`src/rtl/irq_a12_counter.sv`:
```
// MMC3-style scanline IRQ counter clocked by filtered PPU A12 rises.
// CPU register writes and save-state access are both taken on synchronized M2 falling edges.
module irq_a12_counter #(
    parameter int unsigned FILT_LEN = 3
) (
    input  logic        clk,
    input  logic        map_rst_n,
    input  logic        m2,
    input  logic        cpu_rw,
    input  logic [15:0] cpu_addr,
    input  logic [7:0]  cpu_dat,
    input  logic        ppu_a12,
    input  logic        mmc3a,
    input  logic        ss_act,
    input  logic        ss_we,
    input  logic [2:0]  ss_addr,
    output logic        irq,
    output logic [7:0]  ss_dout
);

    localparam int unsigned CW = 8;
    localparam int unsigned LW = 2;
    localparam logic [LW-1:0] FILT_MAX = LW'(FILT_LEN);

    localparam logic [3:0] SEL_LATCH  = 4'b1100;
    localparam logic [3:0] SEL_RELOAD = 4'b1101;
    localparam logic [3:0] SEL_IRQ_DIS = 4'b1110;
    localparam logic [3:0] SEL_IRQ_EN = 4'b1111;

    logic [1:0]    m2_sync;
    logic          m2_d;
    logic [1:0]    a12_sync;
    logic          a12_d;

    logic [CW-1:0] latch,    latch_nx;
    logic [CW-1:0] counter,  counter_nx;
    logic          reload,   reload_nx;
    logic          irq_en,   irq_en_nx;
    logic          irq_pend, irq_pend_nx;
    logic [LW-1:0] lowcnt,   lowcnt_nx;

    logic          m2f;
    logic          a12_rise;
    logic          clk_evt;
    logic          cpu_we;
    logic          ss_wr;
    logic [3:0]    reg_sel;
    logic          unused_addr;

    assign unused_addr = ^cpu_addr[12:1];

    // Two-flop synchronizers plus one history flop for edge detection
    always_ff @(posedge clk or negedge map_rst_n) begin
        if (!map_rst_n) begin
            m2_sync  <= 2'b00;
            m2_d     <= 1'b0;
            a12_sync <= 2'b00;
            a12_d    <= 1'b0;
        end else begin
            m2_sync  <= {m2_sync[0], m2};
            m2_d     <= m2_sync[1];
            a12_sync <= {a12_sync[0], ppu_a12};
            a12_d    <= a12_sync[1];
        end
    end

    assign m2f      = m2_d & ~m2_sync[1];
    assign a12_rise = a12_sync[1] & ~a12_d;
    assign clk_evt  = a12_rise & (lowcnt >= FILT_MAX) & ~ss_act;
    assign cpu_we   = m2f & ~cpu_rw & ~ss_act;
    assign ss_wr    = m2f & ss_act & ss_we;
    assign reg_sel  = {cpu_addr[15:13], cpu_addr[0]};

    // Mapper state register
    always_ff @(posedge clk or negedge map_rst_n) begin
        if (!map_rst_n) begin
            latch    <= '0;
            counter  <= '0;
            reload   <= 1'b0;
            irq_en   <= 1'b0;
            irq_pend <= 1'b0;
            lowcnt   <= '0;
        end else begin
            latch    <= latch_nx;
            counter  <= counter_nx;
            reload   <= reload_nx;
            irq_en   <= irq_en_nx;
            irq_pend <= irq_pend_nx;
            lowcnt   <= lowcnt_nx;
        end
    end

    // Ordering: filter, then clock event, then CPU write, then save-state write
    always_comb begin
        latch_nx    = latch;
        counter_nx  = counter;
        reload_nx   = reload;
        irq_en_nx   = irq_en;
        irq_pend_nx = irq_pend;
        lowcnt_nx   = lowcnt;

        if (a12_sync[1]) begin
            lowcnt_nx = '0;
        end else if (m2f && (lowcnt < FILT_MAX)) begin
            lowcnt_nx = lowcnt + LW'(1);
        end

        if (clk_evt) begin
            if ((counter == '0) || reload) begin
                counter_nx = latch;
                reload_nx  = 1'b0;
            end else begin
                counter_nx = counter - CW'(1);
            end
            // MMC3A refuses to re-fire on a counter that was already parked at zero
            if (irq_en && (counter_nx == '0) &&
                (!mmc3a || (counter != '0) || reload)) begin
                irq_pend_nx = 1'b1;
            end
        end

        if (cpu_we) begin
            case (reg_sel)
                SEL_LATCH:  latch_nx = cpu_dat;
                SEL_RELOAD: begin
                    counter_nx = '0;
                    reload_nx  = 1'b1;
                end
                SEL_IRQ_DIS: begin
                    irq_en_nx   = 1'b0;
                    irq_pend_nx = 1'b0;
                end
                SEL_IRQ_EN: irq_en_nx = 1'b1;
                default: ;
            endcase
        end

        if (ss_wr) begin
            case (ss_addr)
                3'd0: latch_nx = cpu_dat;
                3'd1: counter_nx = cpu_dat;
                3'd2: {lowcnt_nx, reload_nx, irq_en_nx, irq_pend_nx} = cpu_dat[4:0];
                default: ;
            endcase
        end
    end

    assign irq = irq_pend;

    // Save-state readback
    always_comb begin
        ss_dout = 8'hFF;
        case (ss_addr)
            3'd0: ss_dout = latch;
            3'd1: ss_dout = counter;
            3'd2: ss_dout = {3'b000, lowcnt, reload, irq_en, irq_pend};
            default: ss_dout = 8'hFF;
        endcase
    end

endmodule

```
`config.mk`:
```
export PLATFORM = sky130hd
export DESIGN_NAME = irq_a12_counter
export DESIGN_NICKNAME = d
export VERILOG_FILES = /design/src/rtl/irq_a12_counter.sv
export SDC_FILE = /design/constraint.sdc
export NUM_CORES = 1
export LEC_CHECK = 0
export BUFFER_PORTS_ARGS = -buffer_cell sky130_fd_sc_hd__clkbuf_2
export CAP_MARGIN = 20
export CORE_ASPECT_RATIO = 1.4
export CORE_MARGIN = 2
export CORE_UTILIZATION = 35
export CTS_CLUSTER_DIAMETER = 60
export DETAILED_ROUTE_END_ITERATION = 10
export HOLD_SLACK_MARGIN = 0.06
export PLACE_DENSITY = 0.63
export SLEW_MARGIN = 20
export SYNTH_ARGS = -nofsm -noshare
export SYNTH_HDL_FRONTEND = slang
export SYNTH_SLANG_ARGS = --single-unit
```
`constraint.sdc`:
```
create_clock -name clk -period 2.3 [get_ports clk]
set_input_delay 0.23 -clock clk [delete_from_list [all_inputs] [get_ports clk]]
set_output_delay 0.23 -clock clk [all_outputs]
set_load 0.03 [all_outputs]
```
==> flow_summary.json <==
{
  "status": "completed",
  "yosysTopAreaCellShare": 0.388,
  "slew_headroom": 0.537,
  "firstDrtPassIters": 4,
  "synth_edf_count": 0,
  "seq_power_share": 0.445,
  "hold_path_class": "in -> reg",
  "finalSetupViolCount": 0,
  "crit_buf_inv": 1,
  "row_count": 30,
  "core_sq_mm": 0.00480,
  "clock_latency_ns": 0.29,
  "die_h_um": 87.4,
  "globalplace.congestion": 0.868,
  "swShare": 0.376,
  "num-fill-cells": 502,
  "yosysWarnings": 0,
  "p_switching_mw": 0.553,
  "clk_pin_slew_ns": 0.10,
  "layout-drive-gt1-share": 0.283,
  "synth_common_cells": "dfrtp_1 (27), mux2_2 (12), nand2_1 (11), nand2b_1 (11)",
  "die_w_um": 63.6,
  "clock_path_buffers": 2,
  "critical_path.top_delay_family": "compound AO/OA/AOI/OAI gates",
  "finish.utilization": 0.422,
  "yosysTopAreaCell": "dfrtp_1",
  "leakage_nw": 0.904,
  "seqCellArea_sq_um": 676,
  "power_density_mw_per_mm2": 726,
  "drv_slew": 0,
  "wl_um": 4470,
  "crit_chain": "inv_1 > ha_1 > nor3b_2 > a21oi_4 > mux2i_1 > nand3_1 > o31ai_1",
  "drt-initial-drc-count": 31,
  "startpoint_type": "flop",
  "grt_pass1_vias": 1546,
  "area.growth.synth_to_final_pct": 16.5,
  "crit_slowest_cell": "a21oi_4",
  "gr-total-overflow": 0,
  "hold_viol_final": 0,
  "synth-seq-cells": 27,
  "yosysMostFrequentCell": "dfrtp_1",
  "avgRoutedWirePerCell_um": 16.6,
  "cts-root-buf": "clkbuf_8",
  "period_share": 0.910,
  "drc_errors": 0,
  "htree_num_levels": 1,
  "tns_ns": 0,
  "ant_nets": 0,
  "pwr-share-clk": 0.191,
  "yosysUniqueCellTypes": 52,
  "syn_avg_cell_area_sq_um": 10.1,
  "final.min_clock_period_ns": 2.09,
  "synth.yosys.seq_area_share": 0.388,
  "dieArea_sq_mm": 0.00556,
  "cp.arrival_ns": 2.28,
  "syn_area_sq_mm": 0.00174,
  "synthFlopType": "dfrtp_1",
  "slowest_delay_ns": 0.42,
  "start_util": 0.362,
  "via_count": 1471,
  "end_kind": "flop",
  "drv_cap": 0,
  "worstPathRequired_ns": 2.49,
  "worstSetupPathType": "reg -> reg",
  "crit_fanout": 16,
  "grt.total_usage": 0.180,
  "cts_sinks": 27,
  "clock_skew_ns": 0.0114,
  "vias_per_cell": 5.47,
  "multi_input_area_sq_mm": 0.00101,
  "antenna_found_initial": 0,
  "rsz0062_at_grt": "no",
  "synth.area.top_cells": "dfrtp_1 (39%), mux2_2 (7.8%), nand2b_1 (4.0%)",
  "ir_drop_v": 0.000278,
  "diodes": 0,
  "netlist_instances": 172,
  "internal_power_mw": 0.918,
  "cts_tree": "yes",
  "dp_hpwl_um": 3350,
  "ctsResizeCount": 0,
  "final_nets": 244,
  "grt_max_degree": 28,
  "cts_buffers": 3,
  "port_buffers": 31,
  "postSynth.asyncResetShare": 1.00,
  "combPwrFrac": 0.364,
  "fmax_ghz": 0.478,
  "worst_pin_slew_ns": 0.695,
  "io_pins": 44,
  "grt_pass1_wl_um": 7760,
  "synth_fp_nets": 210
}
## per-layer routing
layer,wire length [um],global-route usage
met4,92,0.0810
met1,1890,0.216
met3,189,0.0207
met2,2300,0.321
met5,0,0
## final timing paths
path                                  startpoint               endpoint  slack, ns  cells past startpoint
setup / recovery            counter[0]$_DFF_PN0_          irq$_DFF_PN0_       0.21                      7
min in group asynchronous              map_rst_n    lowcnt[0]$_DFF_PN0_       0.52                      2
hold / removal                        cpu_dat[6]     latch[6]$_DFF_PN0_       0.18                      2
max in group asynchronous              map_rst_n  a12_sync[0]$_DFF_PN0_       1.34                      2
setup reg to reg            counter[0]$_DFF_PN0_          irq$_DFF_PN0_       0.21                      7
hold reg to reg            a12_sync[0]$_DFF_PN0_  a12_sync[1]$_DFF_PN0_       0.36                      0
## sequential cells by signal, indices dropped and copies added (netlist names)
register,cells
counter,8
latch,8
a12_sync,2
lowcnt,2
m2_sync,2
a12_d,1
irq,1
irq_en,1
m2_d,1
reload,1
## worst reg2reg max path: cells and delay by family, from the launching register on
family / cells / cell delay, ns
flip-flops: 1 / 0.40
buffers and inverters: 1 / 0.10
AO/OA/AOI/OAI: 2 / 0.68
adder cells (fa/ha/maj): 1 / 0.23
multiplexers: 1 / 0.30
AND/OR/NAND/NOR: 2 / 0.29
## cell usage in the layout, fill, tap and decap left out, types with 2 or more instances in the layout
cell	Yosys	final
clkbuf_2	0	31
dfrtp_1	27	27
mux2_2	12	12
nand2b_1	11	11
nand2_1	11	11
o22ai_1	8	8
a21oi_1	8	8
nor2_1	6	6
nor2b_1	5	5
inv_1	5	5
o21ai_1	5	5
a22o_1	5	5
nor3_2	4	4
nand4b_1	4	4
o31ai_1	4	4
nand3_1	4	4
xor2_1	3	3
mux2i_1	3	3
o21ai_0	3	3
ha_1	3	3
clkbuf_8	0	3
dlygate4sd3_1	0	3
nand3b_1	2	2
mux2_1	2	2
nor3b_1	2	2
o221ai_1	2	2
o211a_1	2	2
buf_4	1	2
## through the flow
stage                     instance area [sq um]  power (mW)  std cells  worst slack (ns)  hold slack [ns]
after detailed placement                   1950        1.20        262             0.229            0.310
final                                      2030        1.47        269             0.206            0.178
after floorplan                            1740        1.06        172             0.574          -0.0656
after global routing                       2030        1.58        269            0.0106            0.184
after global placement                     1950        1.19        262             0.230            0.310
after CTS                                  2030        1.48        269             0.196            0.180
## layout make-up
class / instances / share of cell area
Multi-Input combinational cell: 133 / 0.496
Sequential cell: 27 / 0.333
Tap cell: 64 / 0.0395
Clock inverter: 1 / 0.00247
Inverter: 5 / 0.00926
Clock buffer: 3 / 0.0204
Timing Repair Buffer: 36 / 0.0988
## kinds of logic after synthesis
group | after synthesis | share of synthesized area
xor gates and xnor gates | 4 | 0.0201
DFF | 27 | 0.388
muxes | 17 | 0.108
adders and majority gates | 3 | 0.0216
and+or+nand+nor | 62 | 0.240
buffers and inverters | 12 | 0.0338
AOI/OAI and AO/OA | 47 | 0.188
## what timing repair did
action	4_1_cts	5_1_grt
hold buffers	3	0
setup buffers	0	0
endpoints found under the hold margin	29	0
## power groups by stage
stage	clock network (mW)	registers, mW	logic (mW)
floorplan	0	0.630	0.431
global placement	0	0.664	0.527
detailed placement	0	0.664	0.532
CTS	0.285	0.654	0.541
global route	0.308	0.669	0.599
finish	0.281	0.655	0.535
Note: power is estimated with default switching activity, not from simulation.
